$ cat src/rtl/flash_sample_fetcher.sv
// Flash audio sample fetcher: reads 32-bit words over an Avalon-MM read master
// and plays them out as 16-bit samples, one per divided sample tick.
module flash_sample_fetcher #(
  parameter int                    ADDR_WIDTH     = 23,
  parameter logic [ADDR_WIDTH-1:0] MAX_WORD_ADDR  = 23'h7FFFF,
  parameter int                    FREQ_DIV_WIDTH = 32
) (
  input  logic                      clk,
  input  logic                      rst_n,
  input  logic [FREQ_DIV_WIDTH-1:0] sample_freq_div,
  input  logic                      pause,
  input  logic                      forward,
  input  logic                      fetcher_reset,
  output logic                      flash_mem_read,
  output logic [ADDR_WIDTH-1:0]     flash_mem_address,
  output logic [3:0]                flash_mem_byteenable,
  input  logic                      flash_mem_waitrequest,
  input  logic [31:0]               flash_mem_readdata,
  input  logic                      flash_mem_readdatavalid,
  output logic [15:0]               audio_sample,
  output logic                      sample_valid
);

  typedef enum logic [2:0] {
    S_IDLE,
    S_REQ,
    S_WAIT_DATA,
    S_OUT_FIRST,
    S_OUT_SECOND,
    S_ADVANCE
  } state_t;

  state_t                    r_state;
  logic [ADDR_WIDTH-1:0]     r_addr;
  logic                      r_read;
  logic [31:0]               r_word;
  logic                      r_dir;
  logic [15:0]               r_sample;
  logic                      r_valid;
  logic                      r_pending_reset;
  logic [FREQ_DIV_WIDTH-1:0] r_tick_cnt;

  logic [FREQ_DIV_WIDTH-1:0] w_div_eff;
  logic                      w_tick;
  logic                      w_restart;
  logic [ADDR_WIDTH-1:0]     w_restart_addr;

  assign w_div_eff = (sample_freq_div == '0) ? FREQ_DIV_WIDTH'(1) : sample_freq_div;
  // >= rather than == so that shrinking the divider mid-count fires at once.
  assign w_tick    = !pause && (r_tick_cnt >= (w_div_eff - FREQ_DIV_WIDTH'(1)));

  // A restart is applied immediately outside a bus transaction, otherwise it
  // waits for the outstanding read data so the Avalon read is never aborted.
  always_comb begin
    w_restart = 1'b0;
    unique case (r_state)
      S_IDLE, S_OUT_FIRST, S_OUT_SECOND, S_ADVANCE:
        w_restart = fetcher_reset;
      S_WAIT_DATA:
        w_restart = flash_mem_readdatavalid && (r_pending_reset || fetcher_reset);
      default:
        w_restart = 1'b0;
    endcase
  end

  assign w_restart_addr = forward ? '0 : MAX_WORD_ADDR;

  always_ff @(posedge clk) begin
    if (!rst_n) begin
      r_tick_cnt <= '0;
    end else if (w_restart) begin
      r_tick_cnt <= '0;
    end else if (!pause) begin
      r_tick_cnt <= w_tick ? '0 : r_tick_cnt + FREQ_DIV_WIDTH'(1);
    end
  end

  // NOTE: every register here is updated with <= so all branches see the
  // values from before the clock edge, regardless of statement order.
  always_ff @(posedge clk) begin
    if (!rst_n) begin
      r_state         <= S_IDLE;
      r_addr          <= '0;
      r_read          <= 1'b0;
      r_word          <= '0;
      r_dir           <= 1'b1;
      r_sample        <= '0;
      r_valid         <= 1'b0;
      r_pending_reset <= 1'b0;
    end else begin
      r_valid <= 1'b0;
      if (w_restart) begin
        r_addr          <= w_restart_addr;
        r_read          <= 1'b1;
        r_pending_reset <= 1'b0;
        r_state         <= S_REQ;
      end else begin
        unique case (r_state)
          S_IDLE: begin
            r_read  <= 1'b1;
            r_state <= S_REQ;
          end
          S_REQ: begin
            if (fetcher_reset) r_pending_reset <= 1'b1;
            if (!flash_mem_waitrequest) begin
              r_read  <= 1'b0;
              r_state <= S_WAIT_DATA;
            end
          end
          S_WAIT_DATA: begin
            if (flash_mem_readdatavalid) begin
              r_word  <= flash_mem_readdata;
              r_dir   <= forward;
              r_state <= S_OUT_FIRST;
            end else if (fetcher_reset) begin
              r_pending_reset <= 1'b1;
            end
          end
          S_OUT_FIRST: begin
            if (w_tick) begin
              r_sample <= r_dir ? r_word[15:0] : r_word[31:16];
              r_valid  <= 1'b1;
              r_state  <= S_OUT_SECOND;
            end
          end
          S_OUT_SECOND: begin
            if (w_tick) begin
              r_sample <= r_dir ? r_word[31:16] : r_word[15:0];
              r_valid  <= 1'b1;
              r_state  <= S_ADVANCE;
            end
          end
          S_ADVANCE: begin
            if (forward)
              r_addr <= (r_addr == MAX_WORD_ADDR) ? '0 : r_addr + ADDR_WIDTH'(1);
            else
              r_addr <= (r_addr == '0) ? MAX_WORD_ADDR : r_addr - ADDR_WIDTH'(1);
            r_read  <= 1'b1;
            r_state <= S_REQ;
          end
          default: begin
            r_read  <= 1'b0;
            r_state <= S_IDLE;
          end
        endcase
      end
    end
  end

  assign flash_mem_read       = r_read;
  assign flash_mem_address    = r_addr;
  assign flash_mem_byteenable = 4'hF;
  assign audio_sample         = r_sample;
  assign sample_valid         = r_valid;

endmodule

$ cat config.mk
export PLATFORM = sky130hd
export DESIGN_NAME = flash_sample_fetcher
export DESIGN_NICKNAME = d
export VERILOG_FILES = /design/src/rtl/flash_sample_fetcher.sv
export SDC_FILE = /design/constraint.sdc
export NUM_CORES = 1
export LEC_CHECK = 0
export CORE_ASPECT_RATIO = 0.8
export CORE_MARGIN = 8
export CORE_UTILIZATION = 28
export DETAILED_ROUTE_END_ITERATION = 10
export PLACE_DENSITY = 0.5
export SYNTH_ARGS = -nofsm -noshare
export SYNTH_HDL_FRONTEND = slang
export SYNTH_SLANG_ARGS = --single-unit
export TNS_END_PERCENT = 5
$ cat constraint.sdc
create_clock -name clk -period 12.6 [get_ports clk]
set_input_delay 2.52 -clock clk [delete_from_list [all_inputs] [get_ports clk]]
set_output_delay 2.52 -clock clk [all_outputs]
set_load 0.005 [all_outputs]
==> flow_results.org <==
** Run status
- Status :: complete, no violations

** CTS
- Number of buffers between clock root and the deepest sink :: 2
- CTS saw 110 sinks.
- In this run the clock root is driven by a sky130_fd_sc_hd__clkbuf_16.
- TritonCTS built the clock tree.
- Post-CTS repair changed the size of 0 cells.
- Post-CTS timing repair inserted 0 buffers for setup.
- For the worst-skew pair, the clock arrives at the later sink with an insertion delay of 0.36 ns.
- Cts-stage hold buffer count :: 0
- Clock input transition at the sequential cells of the worst setup and hold paths :: 0.08 ns
- CTS built an H-tree with a depth of 3.
- The number of clock buffers added by TritonCTS is 9.

** Synthesis
- Of all cell types, the one taking the most synthesized area is sky130_fd_sc_hd__dfxtp_1.
- Synthesized cell area :: 0.00705 mm2
- Register area share after synthesis :: 0.312
- Counting flops and latches in the post-synthesis netlist gives 110.
- Most frequent cells after synthesis :: sky130_fd_sc_hd__nand2_1 (153), sky130_fd_sc_hd__dfxtp_1 (110), sky130_fd_sc_hd__nor2_1 (85), sky130_fd_sc_hd__a21oi_1 (54), sky130_fd_sc_hd__xnor2_1 (47)
- Yosys printed 0 warnings.
- In the synthesized netlist the dominant register cell turns out to be sky130_fd_sc_hd__dfxtp_1.
- Post-synth top area share :: 0.312
- Synthesis produced 887 cells.
- After synthesis, the share of flip-flops with an asynchronous set or reset is 0.
- The number of different library cells used by synthesis comes to 74.
- Among all cell types in the netlist, the one instantiated most often is sky130_fd_sc_hd__nand2_1.
- Ranked by total cell area, the synthesized netlist is headed by sky130_fd_sc_hd__dfxtp_1 (31%), sky130_fd_sc_hd__nand2_1 (8.1%), sky130_fd_sc_hd__ha_1 (6.6%), sky130_fd_sc_hd__xnor2_1 (5.8%), sky130_fd_sc_hd__nor2_1 (4.5%).
- Number of enable-type register cells in the synthesized netlist :: 0
- Avg Inst Size Synth :: 7.95 um2

** Cells and area
- Antenna Diode Count :: 0
- Counting the fill cells in the layout gives 2596.
- Layout cell share with drive strength beyond 1 :: 0.0625
- Post-synthesis to final-layout area growth :: 23.5%
- Leaving out filler cells and counting taps, the final layout contains 1300.
- The net count of the finished layout is 1079.

** Die
- The floorplan step set the die height to 158 um.
- After floorplanning, the core was sized to cover 0.0250 mm2.
- Floorplan die area :: 0.0305 mm2
- For this configuration, the core starts out at a cell density of 0.281.
- Floorplan die width :: 193 um
- Number of placement rows :: 52
- For this design the top-level I/O count stands at 116.

** Placement
- The count of buffers added on input and output ports is 111.
- The HPWL after detailed placement is 15700 um.
- OpenSTA, run right after detailed placement, puts the worst setup slack at 4.42 ns.
- Routability-driven placement finished with a final weighted congestion of 0.806.
- Placed Instances :: 1284

** Drt
- After detailed routing, the number of remaining DRC violations is 0.
- Detailed Routing Iterations Pass 1 :: 4
- For this block, the initial DRC count from the detailed router was 414.
- Drt total wl :: 21100 um
- In the routed layout, each cell is associated on average with a via count of 4.98.
- After detailed routing, the average wire length per cell comes to 16.2 um.
- Once detail routing completed, the nets flagged for antenna violations numbered 0.
- Total via count after detailed routing :: 6480

** Worst setup path
- Startpoint class of the critical path :: primary input
- Capturing element type of the critical path :: flip-flop
- In this run the worst path has a maximum fanout of 16.
- Worst Path Arrival :: 8.09 ns
- R2R Setup Slk :: 9.01 ns
- Critical path class :: primary input to flip-flop
- Critical register-to-register path endpoint :: flash_mem_address[17]
- At the worst endpoint, the required time is 12.89 ns.
- Counting cells, the worst reg-to-reg path comes to 6.
- The worst register-to-register path begins at r_state[1].

** Worst hold path
- Worst Hold End :: r_word[28]
- Class of the tightest hold or removal check :: flip-flop to flip-flop
- In this run the most critical hold path is launched from r_word[28].
- The worst hold path was traced through 2 stages.

** Timing
- Setup total negative slack on the finished layout was measured at 0 ns.
- Final worst slack :: 4.80 ns
- Share of the clock period used by the worst path :: 0.619
- In this run the tightest slew margin relative to its limit is 0.198.
- Worst slew pin tran :: 1.20 ns
- The worst path needs 7.80 ns of the cycle, external delays included.
- The final count of hold timing violations came to 0.
- Max Transition Viols Final :: 0
- Setup violations remaining at the end of the flow were counted as 0.
- Based on the critical path, the design can be clocked at up to 128 MHz.
- The clock arrives with 0.0116 ns of skew.
- RSZ-0062 raised after global routing :: no

** Global route
- Met3 usage :: 0.0297
- For this run, global-route usage on met2 was measured as 0.206.
- GRT Max-Usage Layer :: met2
- Across every metal layer, demand over resource in global routing totals 0.136.
- Sum of overflow across all layers after global routing :: 0
- Largest net degree at the start of global routing :: 52
- Wire length of the first global-routing pass :: 33800 um
- The via count of the first global-routing pass came to 6085.
- For met1 alone, demand over resource in global routing was 0.193.
- The initial antenna violation count came to 0.

** Power
- The worst-case IR drop observed on VDD is 0.0635 mV.
- Static leakage :: 3.07 nW
- After layout, the design draws a total of 0.814 mW.
- In this run the power density over the cells is 93.5 mW/mm2.

** Flow run
- The tool flagged a number of max-cap violations equal to 0.
[where the power goes]
group / internal, mW / switching [mW]
Sequential: 0.356 / 0.0185
Combinational: 0.0731 / 0.0786
Clock: 0.143 / 0.145
Total: 0.572 / 0.242
[routing by layer]
layer | up-vias | part of all wire | routed length [um]
li1 | 3328 | - | -
met1 | 3022 | 0.51 | 10800
met2 | 116 | 0.43 | 9090
met3 | 14 | 0.045 | 944
met4 | 0 | 0.0090 | 189
met5 | - | 0 | 0
[through the flow]
stage / util / hold WS, ns / cell area, um2
2_1_floorplan: - / 0.433 / 7060
6_report: 0.348 / 0.456 / 8710
5_1_grt: 0.348 / 0.470 / 8710
3_3_place_gp: 0.336 / 0.442 / 8410
4_1_cts: 0.348 / 0.456 / 8710
3_5_place_dp: 0.336 / 0.443 / 8410
[placed cells by master, fill, tap and decap left out, types with 4 or more instances in the layout]
master and instances:
sky130_fd_sc_hd__a21oi_1 54, sky130_fd_sc_hd__a221oi_1 4, sky130_fd_sc_hd__and2_1 5, sky130_fd_sc_hd__and3_1 5, sky130_fd_sc_hd__and4_1 8, sky130_fd_sc_hd__buf_4 9
sky130_fd_sc_hd__clkbuf_16 9, sky130_fd_sc_hd__clkdlybuf4s50_1 110, sky130_fd_sc_hd__conb_1 4, sky130_fd_sc_hd__dfxtp_1 110, sky130_fd_sc_hd__ha_1 37, sky130_fd_sc_hd__inv_1 21
sky130_fd_sc_hd__mux2_2 19, sky130_fd_sc_hd__mux2i_1 19, sky130_fd_sc_hd__nand2_1 153, sky130_fd_sc_hd__nand2b_1 4, sky130_fd_sc_hd__nand3_1 26, sky130_fd_sc_hd__nand4_1 18
sky130_fd_sc_hd__nor2_1 85, sky130_fd_sc_hd__nor3_1 32, sky130_fd_sc_hd__nor4_1 21, sky130_fd_sc_hd__o21ai_0 13, sky130_fd_sc_hd__o221a_2 10, sky130_fd_sc_hd__o22ai_1 7
sky130_fd_sc_hd__o31ai_1 4, sky130_fd_sc_hd__o32ai_1 4, sky130_fd_sc_hd__or3_1 14, sky130_fd_sc_hd__or4_1 10, sky130_fd_sc_hd__xnor2_1 47, sky130_fd_sc_hd__xor2_1 35
[critical path: stages]
cell and delay (ns):
sky130_fd_sc_hd__clkdlybuf4s50_1 0.50, sky130_fd_sc_hd__or4_1 0.61, sky130_fd_sc_hd__nor2_1 0.28, sky130_fd_sc_hd__nand4b_1 0.21
sky130_fd_sc_hd__or3_1 0.40, sky130_fd_sc_hd__or4_1 0.40, sky130_fd_sc_hd__nor2b_1 0.16, sky130_fd_sc_hd__ha_1 0.22
sky130_fd_sc_hd__or4b_1 0.21, sky130_fd_sc_hd__or4_1 0.18, sky130_fd_sc_hd__nand2b_1 0.24, sky130_fd_sc_hd__nor3_1 0.09
sky130_fd_sc_hd__xnor2_1 0.13, sky130_fd_sc_hd__ha_1 0.30, sky130_fd_sc_hd__and4_1 0.22, sky130_fd_sc_hd__a221oi_1 0.52
sky130_fd_sc_hd__o21bai_1 0.19, sky130_fd_sc_hd__o21ai_2 0.14, sky130_fd_sc_hd__buf_4 0.31, sky130_fd_sc_hd__mux2i_1 0.24
[worst max path at each step]
stage	startpoint	end	slack [ns]	depth (start not counted)
3_5_place_dp	sample_freq_div[9]	r_tick_cnt[0]	4.42	20
6_report	sample_freq_div[9]	audio_sample[13]	4.80	20
3_3_place_gp	sample_freq_div[17]	r_tick_cnt[0]	4.48	20
5_1_grt	sample_freq_div[17]	r_tick_cnt[8]	4.33	21
2_1_floorplan	sample_freq_div[17]	audio_sample[10]	5.25	19
4_1_cts	sample_freq_div[9]	audio_sample[13]	4.79	20
[sequential cells by signal, indices dropped and copies added, names as in the netlist]
register	count
r_tick_cnt	32
r_word	32
flash_mem_address	23
audio_sample	16
r_state	3
flash_mem_read	1
r_dir	1
r_pending_reset	1
sample_valid	1
[layout make-up]
cell class,count,area (um2),share of cell area
Clock inverter,6,53.8,0.00618
Clock buffer,10,239,0.0274
Multi-Input combinational cell,708,4550,0.523
Sequential cell,110,2200,0.253
Inverter,22,82.6,0.00948
Timing Repair Buffer,120,1170,0.135
Tap cell,324,405,0.0466
[kinds of logic after synthesis]
family | Yosys count | synth area share
xor+xnor | 82 | 0.102
mux | 38 | 0.0573
compound gates | 145 | 0.145
flops | 110 | 0.312
other cells | 1 | 0.000532
fa+ha+maj | 37 | 0.0657
buf+inv | 72 | 0.0444
simple gates | 402 | 0.273
No activity file was read; power rests on OpenSTA's default activity.
==> patch 1, RTL diff (config.mk and constraints unchanged) <==
The parameter `FREQ_DIV_WIDTH` goes from 32 to 40.
--- a/src/rtl/flash_sample_fetcher.sv
+++ b/src/rtl/flash_sample_fetcher.sv
@@ -3,7 +3,7 @@
 module flash_sample_fetcher #(
   parameter int                    ADDR_WIDTH     = 23,
   parameter logic [ADDR_WIDTH-1:0] MAX_WORD_ADDR  = 23'h7FFFF,
-  parameter int                    FREQ_DIV_WIDTH = 32
+  parameter int                    FREQ_DIV_WIDTH = 40
 ) (
   input  logic                      clk,
   input  logic                      rst_n,
Ports: changed (resized sample_freq_div); port bits go from 116 to 124. No check against the original RTL was run, so the function may have changed too.
==> patch 1 against the original RTL <==
- wire length is 10% higher
- synthesized area is 8.7% higher
- power is 22% higher
- sequential cell count is 8 higher
- setup slack worse by 0.40 ns
- register-to-register slack better by 0.51 ns
- cell area is 11% higher
- synthesized cell count is 12% higher
- sequential share of layout area is 0.76 points lower
- sequential power is 6.7% higher
- first-iteration DRC count is 11% higher
- die area is 7.9% higher
- cell count is 12% higher
- largest power group is now the clock network
==> patch 1: results (changes against the original RTL) <==
Outcome
  • Status: complete, no violations (unchanged)

Detailed routing
  • Metal2 WL: 9260 um (was 9090 um)
  • DRT met1 WL: 12,000 um (was 10,800 um)
  • Max layer used: met5 (was met4)
  • Metal3 WL: 1650 um (was 944 um)

Place
  • Placed Cells: 1,424 (was 1,284)
  • HPWL after DPL: 17,000 um (was 15,700 um)
  • Buffers on Ports: 119 (was 111)
  • Place WS: 3.91 ns (was 4.42 ns)

Worst setup path
  • Slowest stage delay, CP: 0.80 ns (was 0.61 ns)
  • Critical path launch point: sample_freq_div[22] (was sample_freq_div[9])
  • CP max FO: 17 (was 16)
  • Arr. time, crit path: 8.54 ns (was 8.09 ns)
  • RR Startpoint: r_tick_cnt[21]$_SDFFE_PP0N_ (was r_state[1]$_SDFFE_PP0P_)

Logic synthesis
  • Synth cell types: 68 (was 74)

STA
  • Clk_skew: 0.00859 ns (was 0.0116 ns)
  • Slew HR: 0.199 (was 0.198)

GRT
  • GR Util met1: 0.202 (was 0.193)
  • M3 GR Usage: 0.0477 (was 0.0297)
  • Largest net degree at the start of global routing: 49 (was 52)
  • Vias in the first global route: 6,669 (was 6,085)
  • First-pass GRT wire length: 37,100 um (was 33,800 um)
  • Initial antenna violation count: 2 (was 0)

Clock tree
  • CTS clk-pin slew, worst paths: 0.05 ns (was 0.08 ns)
  • Clock buffer count from CTS: 17 (was 9)
  • Clock Latency Late Sink: 0.42 ns (was 0.36 ns)

Final layout
  • Share of layout cells above drive strength 1: 0.0633 (was 0.0625)
  • Final nets: 1,203 (was 1,079)

Power and ir drop
  • Total Power: 0.000997 W (was 0.000814 W)
  • Comb pwr: 0.000157 W (was 0.000152 W)
  • Seq. pwr: 0.000399 W (was 0.000374 W)
  • PD cells: 104 nW/um^2 (was 93.5 nW/um^2)
  • Leak pwr: 3.49 nW (was 3.07 nW)

Worst hold path
  • Hold Crit Start: r_word[8]$_SDFFE_PN0P_ (was r_word[28]$_SDFFE_PN0P_)
==> patch 1: path summary, 6_finish.rpt <==
check / slack, ns / end / cells past startpoint
setup / recovery: 4.40 / audio_sample[12]$_SDFFE_PN0P_ / 19
hold / removal: 0.45 / r_word[8]$_SDFFE_PN0P_ / 2
setup reg to reg: 9.52 / audio_sample[12]$_SDFFE_PN0P_ / 8
hold reg to reg: 0.45 / r_word[8]$_SDFFE_PN0P_ / 2
==> patch 1: area by class of cell <==
class | count | share of cell area
flip-flops and latches | 118 | 0.245
repair buffers | 123 | 0.126
inverters | 18 | 0.00702
clock inverters | 8 | 0.00546
well taps | 364 | 0.0473
clock buffers | 22 | 0.0492
multi-input cells | 801 | 0.519
==> patch 1: cells by family after synthesis <==
group,share of synthesized area
other,0.000489
flip-flops,0.308
AO/OA/AOI/OAI,0.130
AND/OR/NAND/NOR,0.287
multiplexers,0.0470
adder cells (fa/ha/maj),0.0734
buffers and inverters,0.0415
XOR/XNOR,0.113
==> patch 2, RTL diff (config.mk and constraints unchanged) <==
Without the edit above. Re-encode `state_t` (6 states) as one-hot, 6 bits wide.
--- a/src/rtl/flash_sample_fetcher.sv
+++ b/src/rtl/flash_sample_fetcher.sv
@@ -21,13 +21,13 @@
   output logic                      sample_valid
 );
 
-  typedef enum logic [2:0] {
-    S_IDLE,
-    S_REQ,
-    S_WAIT_DATA,
-    S_OUT_FIRST,
-    S_OUT_SECOND,
-    S_ADVANCE
+  typedef enum logic [5:0] {
+    S_IDLE       = 6'b000001,
+    S_REQ        = 6'b000010,
+    S_WAIT_DATA  = 6'b000100,
+    S_OUT_FIRST  = 6'b001000,
+    S_OUT_SECOND = 6'b010000,
+    S_ADVANCE    = 6'b100000
   } state_t;
 
   state_t                    r_state;
Formal check against the unedited RTL: no difference found for any inputs over 4 cycles, from zero or initial values and one cycle with rst_n low; so few cycles prove little.
==> patch 2 against the original RTL <==
- die area down 1.8%
- setup slack lost 0.12 ns
- synthesized cell count shrank 0.56%
- synthesized area is 2.0% lower
- sequential share of layout area grew 0.24 points
- sequential cell count rose by 3
- wire length shrank 6.1%
- clock skew grew 0.0032 ns
- via count fell by 3.0%
- cell area rose by 1.8%
- first-iteration DRC count is 16% lower
- clock power rose by 67%
- combinational power is 39% higher
- power increased by 34%
- critical endpoint is now audio_sample[12]$_SDFFE_PN0P_
==> patch 2: results (changes against the original RTL) <==
Final layout
  • Fill cell count: 2,541 (was 2,596)
  • Register Area: 2260 sq um (was 2200 sq um)
  • Buffers, non-clock: 118 (was 120)
  • Number of non-clock inverters: 15 (was 22)
  • Buffering overhead: 0.131 (was 0.135)
  • Seq Cell Count: 113 (was 110)

Place
  • Place WS: 4.22 ns (was 4.42 ns)
  • Instance area at placement: 8280 sq um (was 8410 sq um)
  • HPWL after DPL: 14,300 um (was 15,700 um)
  • GPL Wtd Cong: 0.803 (was 0.806)

Logic synthesis
  • Synth cell types: 66 (was 74)
  • Xor and xnor fraction of the mapped netlist area: 0.113 (was 0.102)
  • Adder-cell share of the synthesized area: 0.0670 (was 0.0657)
  • Mux share of post-synthesis cell area: 0.0319 (was 0.0573)
  • Synth cell count leaders: 122 x nand2_1, 113 x dfxtp_1, 102 x nor2_1, 63 x a21oi_1, 45 x xnor2_1 (was 153 x nand2_1, 110 x dfxtp_1, 85 x nor2_1, 54 x a21oi_1, 47 x xnor2_1)
  • Syn Inst Count: 882 (was 887)
  • Synth top area cells: dfxtp_1 33%, ha_1 6.7%, nand2_1 6.6% (was dfxtp_1 31%, nand2_1 8.1%, ha_1 6.6%)

Worst setup path
  • Slowest CP cell: o211a_1 (was or4_1)
  • CP max FO: 33 (was 16)
  • Arr. time, crit path: 8.24 ns (was 8.09 ns)

STA
  • Worst Tran Pin Value: 1.12 ns (was 1.20 ns)
  • Clk_skew: 0.0147 ns (was 0.0116 ns)

Clock tree
  • # H-tree levels: 4 (was 3)

GRT
  • GR Util met1: 0.186 (was 0.193)
  • First-pass GRT wire length: 32,700 um (was 33,800 um)
  • Largest net degree at the start of global routing: 49 (was 52)
  • M3 GR Usage: 0.0316 (was 0.0297)

Power and ir drop
  • Worst vdd ir: 0.0734 mV (was 0.0635 mV)
  • PD cells: 123 nW/um^2 (was 93.5 nW/um^2)
  • Net Sw Power: 0.000338 W (was 0.000242 W)
  • Clk pwr share: 0.441 (was 0.354)

Detailed routing
  • Via count: 6,285 (was 6,480)

Outcome
  • Status: complete, no violations (unchanged)
patch 2: changes by cell type after synthesis, moves of 10 or more:
cell      delta
nand3_1     +13
nand2_1     -31
nor2_1      +17
mux2_2      -19
a211oi_1    +17
o21ai_0     +10
patch 2: routing by layer:
metal | share of wire | up-vias
met4 | 0.0061 | 0
met1 | 0.50 | 2896
li1 | - | 3289
met2 | 0.45 | 95
met5 | 0 | -
met3 | 0.041 | 5
patch 2: path summary, 6_finish.rpt:
path                      startpoint                                 end  slack [ns]  depth (start not counted)
max              sample_freq_div[23]       audio_sample[12]$_SDFFE_PN0P_        4.68                         19
min          r_word[11]$_SDFFE_PN0P_             r_word[11]$_SDFFE_PN0P_        0.45                          2
max reg2reg  r_state[5]$_SDFFE_PP0P_  flash_mem_address[10]$_SDFFE_PN0P_        9.54                          7
min reg2reg  r_word[11]$_SDFFE_PN0P_             r_word[11]$_SDFFE_PN0P_        0.45                          2
